**src/rtl/cpu_boot_pkg.sv**
```systemverilog
// Shared types and constants for the cpu boot/run controller.
package cpu_boot_pkg;

    typedef enum logic [2:0] {
        StIdle,
        StLoad,
        StSettle,
        StRun,
        StDone,
        StError
    } boot_state_e;

    localparam logic [1:0] ERR_NONE = 2'd0;
    localparam logic [1:0] ERR_OVF  = 2'd1;
    localparam logic [1:0] ERR_TMO  = 2'd2;

    localparam logic [5:0] STOP_OPCODE = 6'b111110;
    localparam int unsigned WORD_SHIFT = 2;

endpackage

```
**src/rtl/boot_run_counter.sv**
```systemverilog
// Run-cycle counter with synchronous clear and a flag for the increment that reaches MAX_CYCLES.
module boot_run_counter #(
    parameter int unsigned CNT_W      = 32,
    parameter int unsigned MAX_CYCLES = 1000000
) (
    input  logic             clk,
    input  logic             arst,
    input  logic             clr,
    input  logic             inc,
    output logic [CNT_W-1:0] cnt,
    output logic             timeout
);

    logic [CNT_W-1:0] cnt_q;

    always_ff @(posedge clk or posedge arst) begin
        if (arst) begin
            cnt_q <= '0;
        end else if (clr) begin
            cnt_q <= '0;
        end else if (inc) begin
            cnt_q <= cnt_q + CNT_W'(1);
        end
    end

    // Raised in the cycle whose increment lands the count on MAX_CYCLES.
    assign timeout = inc && (cnt_q == CNT_W'(MAX_CYCLES - 1));
    assign cnt     = cnt_q;

endmodule

```
**src/rtl/cpu_boot_ctrl.sv**
```systemverilog
// Boot controller: streams host words into per-channel memories, then runs the cpu until STOP.
module cpu_boot_ctrl
    import cpu_boot_pkg::*;
#(
    parameter int unsigned NUM_CH     = 2,
    parameter int unsigned DATA_W     = 32,
    parameter int unsigned ADDR_W     = 32,
    parameter int unsigned CH_DEPTH   = 1024,
    parameter int unsigned CNT_W      = 32,
    parameter int unsigned MAX_CYCLES = 1000000,
    parameter int unsigned SETTLE_CYC = 1
) (
    input  logic                     clk,
    input  logic                     arst,
    input  logic                     start,
    input  logic                     s_valid,
    output logic                     s_ready,
    input  logic [DATA_W-1:0]        s_data,
    input  logic                     s_last,
    output logic [NUM_CH-1:0]        wen_ext,
    output logic [NUM_CH-1:0]        ren_ext,
    output logic [NUM_CH*ADDR_W-1:0] addr_ext,
    output logic [NUM_CH*DATA_W-1:0] wdata_ext,
    output logic                     enable,
    input  logic [DATA_W-1:0]        instruction,
    output logic                     busy,
    output logic                     done,
    output logic                     err,
    output logic [1:0]               err_code,
    output logic [1:0]               test_id,
    output logic [CNT_W-1:0]         cycle_cnt
);

    localparam int unsigned CH_W  = (NUM_CH > 1) ? $clog2(NUM_CH) : 1;
    localparam int unsigned IDX_W = $clog2(CH_DEPTH + 1);
    localparam int unsigned SET_W = $clog2(SETTLE_CYC + 1);

    boot_state_e                   state_q, state_d;
    logic [CH_W-1:0]               ch_q, ch_d;
    logic [IDX_W-1:0]              widx_q, widx_d;
    logic [SET_W-1:0]              settle_q, settle_d;
    logic [NUM_CH-1:0]             wen_q, wen_d;
    logic [NUM_CH-1:0][ADDR_W-1:0] addr_q, addr_d;
    logic [NUM_CH-1:0][DATA_W-1:0] wdata_q, wdata_d;
    logic                          enable_q, enable_d;
    logic [1:0]                    err_code_q, err_code_d;
    logic [1:0]                    test_id_q, test_id_d;
    logic                          xfer, stop_hit, launch, timeout;

    assign s_ready  = (state_q == StLoad);
    assign xfer     = s_valid && s_ready;
    assign stop_hit = (instruction[DATA_W-1 -: 6] == STOP_OPCODE);
    assign launch   = start && (state_q inside {StIdle, StDone, StError});

    boot_run_counter #(
        .CNT_W      (CNT_W),
        .MAX_CYCLES (MAX_CYCLES)
    ) u_run_counter (
        .clk     (clk),
        .arst    (arst),
        .clr     (launch),
        .inc     (state_q == StRun),
        .cnt     (cycle_cnt),
        .timeout (timeout)
    );

    always_comb begin
        state_d    = state_q;
        ch_d       = ch_q;
        widx_d     = widx_q;
        settle_d   = '0;
        wen_d      = '0;
        addr_d     = addr_q;
        wdata_d    = wdata_q;
        err_code_d = err_code_q;
        test_id_d  = test_id_q;

        case (state_q)
            StIdle, StDone, StError: begin
                if (start) begin
                    state_d    = StLoad;
                    ch_d       = '0;
                    widx_d     = '0;
                    err_code_d = ERR_NONE;
                    test_id_d  = '0;
                end
            end
            StLoad: begin
                if (xfer) begin
                    // A beat beyond the channel depth is dropped rather than written.
                    if (widx_q == IDX_W'(CH_DEPTH)) begin
                        state_d    = StError;
                        err_code_d = ERR_OVF;
                    end else begin
                        wen_d[ch_q]   = 1'b1;
                        addr_d[ch_q]  = ADDR_W'(widx_q) << WORD_SHIFT;
                        wdata_d[ch_q] = s_data;
                        if (s_last) begin
                            widx_d = '0;
                            if (ch_q == CH_W'(NUM_CH - 1)) begin
                                state_d = StSettle;
                            end else begin
                                ch_d = ch_q + CH_W'(1);
                            end
                        end else begin
                            widx_d = widx_q + IDX_W'(1);
                        end
                    end
                end
            end
            StSettle: begin
                if (settle_q == SET_W'(SETTLE_CYC - 1)) begin
                    state_d = StRun;
                end else begin
                    settle_d = settle_q + SET_W'(1);
                end
            end
            StRun: begin
                // STOP takes priority over a coincident timeout.
                if (stop_hit) begin
                    state_d   = StDone;
                    test_id_d = instruction[1:0];
                end else if (timeout) begin
                    state_d    = StError;
                    err_code_d = ERR_TMO;
                end
            end
            default: state_d = StIdle;
        endcase

        enable_d = (state_d == StRun);
    end

    always_ff @(posedge clk or posedge arst) begin
        if (arst) begin
            state_q    <= StIdle;
            ch_q       <= '0;
            widx_q     <= '0;
            settle_q   <= '0;
            wen_q      <= '0;
            addr_q     <= '0;
            wdata_q    <= '0;
            enable_q   <= 1'b0;
            err_code_q <= ERR_NONE;
            test_id_q  <= '0;
        end else begin
            state_q    <= state_d;
            ch_q       <= ch_d;
            widx_q     <= widx_d;
            settle_q   <= settle_d;
            wen_q      <= wen_d;
            addr_q     <= addr_d;
            wdata_q    <= wdata_d;
            enable_q   <= enable_d;
            err_code_q <= err_code_d;
            test_id_q  <= test_id_d;
        end
    end

    assign wen_ext   = wen_q;
    assign ren_ext   = '0;
    assign addr_ext  = addr_q;
    assign wdata_ext = wdata_q;
    assign enable    = enable_q;
    assign busy      = state_q inside {StLoad, StSettle, StRun};
    assign done      = (state_q == StDone);
    assign err       = (state_q == StError);
    assign err_code  = err_code_q;
    assign test_id   = test_id_q;

endmodule

```
**config.mk**
```make
export PLATFORM = sky130hd
export DESIGN_NAME = cpu_boot_ctrl
export DESIGN_NICKNAME = d
export VERILOG_FILES = /design/src/rtl/cpu_boot_pkg.sv /design/src/rtl/boot_run_counter.sv /design/src/rtl/cpu_boot_ctrl.sv
export SDC_FILE = /design/constraint.sdc
export NUM_CORES = 1
export LEC_CHECK = 0
export ABC_AREA = 1
export ABC_CLOCK_PERIOD_IN_PS = 7600
export CORE_MARGIN = 1
export CORE_UTILIZATION = 25
export DETAILED_ROUTE_END_ITERATION = 6
export DONT_BUFFER_PORTS = 1
export GPL_TIMING_DRIVEN = 0
export PLACE_DENSITY = 0.36
export SKIP_CTS_REPAIR_TIMING = 1
export SKIP_LAST_GASP = 1
export SLEW_MARGIN = 20
export SYNTH_ARGS = -nofsm -noshare
export SYNTH_HDL_FRONTEND = slang
export SYNTH_SLANG_ARGS = --single-unit
```
**constraint.sdc**
```tcl
create_clock -name clk -period 7.6 [get_ports clk]
set_clock_uncertainty 0.2 [all_clocks]
set_input_delay 2.28 -clock clk [delete_from_list [all_inputs] [get_ports clk]]
set_output_delay 2.28 -clock clk [all_outputs]
set_load 0.01 [all_outputs]
```
After elaboration in Yosys (flattened, before gate mapping)

Cells that the tools add are included.

Word-level logic and storage cells: 95
Flip-flop bits (word level): 183
Input port bits: 69
Output and inout port bits: 173

Bitwise gates (word level): 1
Order comparisons: 2
Muxes and demuxes: 41
Add/subtract/negate cells: 4
Equality and inequality tests: 17
Reduce and logical (&&, ||, !) cells: 17

Operator list:

| kind                                                              | number |
|---|---|
| 64-bit bitwise mux                                                | 2 |
| 32-bit 2-to-1 mux                                                 | 3 |
| 11-bit 2-to-1 mux                                                 | 4 |
| 32-bit by 1-bit adder with 32-bit output, second input constant   | 1 |
| 32-bit demux with 1-bit select                                    | 1 |
| 32-bit by 20-bit == test with 1-bit output, second input constant | 1 |
| 3-bit 2-to-1 mux                                                  | 8 |
| 11-bit case mux with 2 select lines                               | 1 |
| 2-bit 2-to-1 mux                                                  | 9 |
| 3-bit case mux with 4 select lines                                | 1 |
| 11-bit by 1-bit adder with 11-bit output, second input constant   | 1 |
| 11-bit == test, second input constant                             | 1 |
| 2-bit != test, second input constant                              | 5 |
| 3-bit by 2-bit == test with 1-bit output, second input constant   | 3 |
| 3-bit nonzero test                                                | 3 |
| 1-bit 2-to-1 mux                                                  | 8 |
| 3-bit == test, second input constant                              | 2 |
| 6-bit == test, second input constant                              | 1 |
| 2-bit by 1-bit != test with 1-bit output, second input constant   | 3 |
| 2-bit case mux with 3 select lines                                | 1 |
| 3-bit AND reduction                                               | 2 |
| 6-bit AND reduction                                               | 1 |
| 2-bit nonzero test                                                | 3 |
| 5-bit AND reduction                                               | 1 |
| 12 further kinds                                                  | 16 |

Longest topological paths before layout

Depth after elaboration: 7
Gate-level depth with buffers: 10
Mapped depth without buffers: 10

By module

From an unflattened synthesis, not the netlist that was laid out.

Cells, all modules: 857
Area, all modules: 6,998.0 sq um

Modules (own cells, without submodules):

| module           | cells each | seq. area each (sq um) | area each (sq um) | times used |
|---|---|---|---|---|
| cpu_boot_ctrl    | 560        | 2,702.6                | 4,952.2           | 1 |
| boot_run_counter | 297        | 800.8                  | 2,045.7           | 1 |

Worst setup path after synthesis

Ideal clock, no wire load.

Path kind: reg2out
Start point: register state_q[1]
End point: output busy
Arrival time: 862 ps
Stages on the path, launching flop included: 4
Data required time: 5,120 ps
Setup slack: 4,258 ps
Buffers on the path: 1
Cells stage by stage: dfrtp_1 -> buf_2 -> inv_1 -> o21ai_0

Cells in the longest elaborated chain, start to end: 2
Elaborated cells on any way between the ends: 4
Those cells by class: eq/ne (3); reduce/logical (1)

RTL lines:

| what                                                                                                        | RTL line             | RTL |
|---|---|---|
| start: declaration                                                                                          | cpu_boot_ctrl.sv:38  | `boot_state_e state_q, state_d;` |
| start signal: assignment                                                                                    | cpu_boot_ctrl.sv:136 | `state_q <= StIdle;` |
| start signal: assignment                                                                                    | cpu_boot_ctrl.sv:147 | `state_q <= state_d;` |
| 3-bit by 1-bit == test with 1-bit output / 3-bit by 2-bit == test with 1-bit output (equally long branches) | cpu_boot_ctrl.sv:165 | `assign busy = state_q inside {StLoad, StSettle, StRun};` |
| 3-bit nonzero test *                                                                                        | cpu_boot_ctrl.sv:165 |  |
| end: declaration                                                                                            | cpu_boot_ctrl.sv:26  | `output logic busy,` |

Every way passes the cells marked *; elsewhere a longest branch is shown, timed or not.

Worst setup path after layout

Ends and elaborated chain as after synthesis.

==> impl_metrics.json <==
{
  "powerDensity_nw_per_um2": 334,
  "status": "completed",
  "antenna_found_initial": 0,
  "vias_per_cell": 4.23,
  "dr_wl_met3_mm": 1.87,
  "grt_pass1_wl_mm": 32.6,
  "min_to": "wdata_ext[16]",
  "worstPathArrival_ns": 1.46,
  "first_iter_violations": 353,
  "path_clk_slew_ns": 0.07,
  "ys_warn_count": 0,
  "synth_mux_area_share_pct": 0,
  "setup_viol": 0,
  "die_h_um": 169,
  "rsz0062_at_grt": "false",
  "synth_area_um2": 6940,
  "dpl.cell_count": 1290,
  "tns_ns": 0,
  "clkLatencyLatePin_ns": 0.43,
  "path_max_fanout": 7,
  "max_freq_mhz": 254,
  "wire_per_inst_um": 15.9,
  "fillers": 2960,
  "cp.required_ns": 5.12,
  "slew-limit-headroom_pct": 56.0,
  "core.rowCount": 60,
  "grt_pass1_vias": 5366,
  "clockBufferDepth": 2,
  "synth_compound_area_share_pct": 10.3,
  "place_congestion": 0.792,
  "routed_wl_mm": 21.0,
  "path_class": "flip-flop to primary output",
  "cts_sinks": 140,
  "num_antenna_cells": 0,
  "critPathCaptureType": "primary output",
  "dr.max_layer_used": "met4",
  "placed_cell_area_um2": 7600,
  "hold_slack_ns": 0.349,
  "cp-start-kind": "flip-flop",
  "drive_gt1_share_pct": 12.1,
  "initial_core_util_pct": 25.6,
  "ios": 242,
  "vias": 5589,
  "die-area_um2": 28400,
  "crit_path_start": "state_q[1]",
  "cts_tree": "done",
  "yosys.area_share.simple_pct": 24.9,
  "chipWidth_um": 169,
  "timing.rr.end": "wdata_ext[1]",
  "multiInputGateArea_um2": 2650,
  "drc": 0,
  "synth_top_family_by_area": "simple AND/OR/NAND/NOR gates",
  "ys_seq_area_share_pct": 50.5,
  "area_growth_pct": 18.2,
  "r2r_start": "widx_q[0]",
  "min-delay-start": "wdata_ext[16]",
  "final_core_util_pct": 30.2,
  "leakage_nw": 4.09,
  "hold_viol": 0,
  "timing.final.crit_period_ns": 3.94,
  "grt_start_max_net_pins": 78,
  "synth-adder-area-share_pct": 0.541,
  "yosysUniqueCellTypes": 34,
  "track_usage_pct": 15.2,
  "ctsHtreeMaxLevel": 4,
  "cts_made_buffers": 17,
  "r2r_cells": 8,
  "fin_area_um2": 8200,
  "synthXorXnorAreaFrac_pct": 0.126,
  "instances_no_fill": 1322,
  "final_cell_mix": "nand2_1 (239), dfrtp_1 (140), inv_1 (115)",
  "ctsRootBufferMaster": "clkbuf_16",
  "cap_violations": 0,
  "holdPathStages": 2,
  "ys_ff_latch": 140,
  "hold_path_class": "flip-flop to flip-flop",
  "portBuffers": 0,
  "dp_hpwl_mm": 15.7,
  "final-max-slew-violation-count": 0,
  "drtPass1Iterations": 4,
  "netlist_instances": 874,
  "post-route-period-util_pct": 51.8,
  "irDropWorstVdd_v": 0.000121,
  "tightest_slew_ns": 0.660,
  "r2r_setup_slack_ns": 5.11,
  "avgSynthCellArea_um2": 7.94,
  "overflow": 0,
  "coreArea_um2": 27100,
  "nets": 1009,
  "wl_met2_mm": 9.26,
  "mostFrequentLayoutCell": "nand2_1",
  "wl_met1_mm": 9.70,
  "postRouteAntennaNets": 0,
  "ff_latch_area_um2": 3500
}
==> critical path, stage by stage (launching register included) <==
cell and delay (ns):
dfrtp_1 0.31, buf_2 0.20, inv_1 0.11, o21ai_0 0.41
==> kinds of logic after synthesis <==
| logic type | after synthesis |
|---|---|
| fa+ha+maj | 3 |
| simple gates | 406 |
| buf+inv | 188 |
| xor+xnor | 1 |
| flops | 140 |
| compound gates | 135 |
| other cells | 1 |
==> flip-flops by register name, summed over array words and instances (netlist names) <==
name / cells
err_code: 2
widx_q: 11
ch_q: 1
addr_ext: 22
enable: 1
wen_ext: 2
wdata_ext: 64
u_run_counter.cnt: 32
test_id: 2
state_q: 3
==> where the power goes <==
| part | total [W] | internal (W) | switching [W] |
|---|---|---|---|
| logic | 0.000631 | 0.000211 | 0.000420 |
| clock network | 0.000856 | 0.000470 | 0.000386 |
| registers | 0.00125 | 0.000965 | 0.000288 |
| total | 0.00274 | 0.00165 | 0.00109 |
==> cell type report <==
type / count / share of cell area (%)
buffer: 69 / 6.01
clock buffer: 17 / 5.19
clock inverter: 15 / 2.11
inverter: 119 / 5.56
multi-input combinational: 589 / 32.4
sequential: 140 / 42.7
tap: 372 / 5.68
timing repair buffer: 1 / 0.336
==> how the worst max path moves through the flow <==
stage                      endpoint  slack, ns
6_report                       busy       3.66
5_1_grt                        busy       3.51
4_1_cts                        busy       3.61
3_5_place_dp   u_run_counter.cnt[4]       3.86
3_3_place_gp              widx_q[4]      -0.84
2_1_floorplan          addr_ext[10]       1.37
==> through the flow <==
step | setup WS (ns) | power [W]
after floorplan | 1.37 | 0.00167
after global placement | -0.845 | 0.00191
after detailed placement | 3.86 | 0.00192
after CTS | 3.61 | 0.00279
after global routing | 3.51 | 0.00294
final | 3.66 | 0.00274
==> Yosys cell counts (all sizes together) <==
cell type  count  share of area [%]
nand2        242                 13
dfrtp        140                 51
o21ai        120                9.1
inv          118                6.4
nor2          81                4.6
buf           60                6.6
nand3         49                3.9
nand4         20                1.8
a21oi         10               0.72
clkbuf         9               0.52
nor3           7               0.50
ha             3               0.54
nand3b         3               0.32
or2            2               0.18
a22o           1               0.13
a31oi          1              0.090
and3           1              0.090
clkinv         1              0.072
conb           1              0.054
nor3b          1               0.11
o21a           1               0.11
o22ai          1              0.090
o31ai          1               0.11
xor2           1               0.13
==> per-layer routing <==
metal | GRT usage [%] | vias to the layer above
met3 | 5.63 | 14
met5 | 0 | -
met4 | 3.79 | 0
met2 | 23.1 | 182
li1 | - | 2798
met1 | 20.2 | 2595
Power figures use the tool's default switching activity.
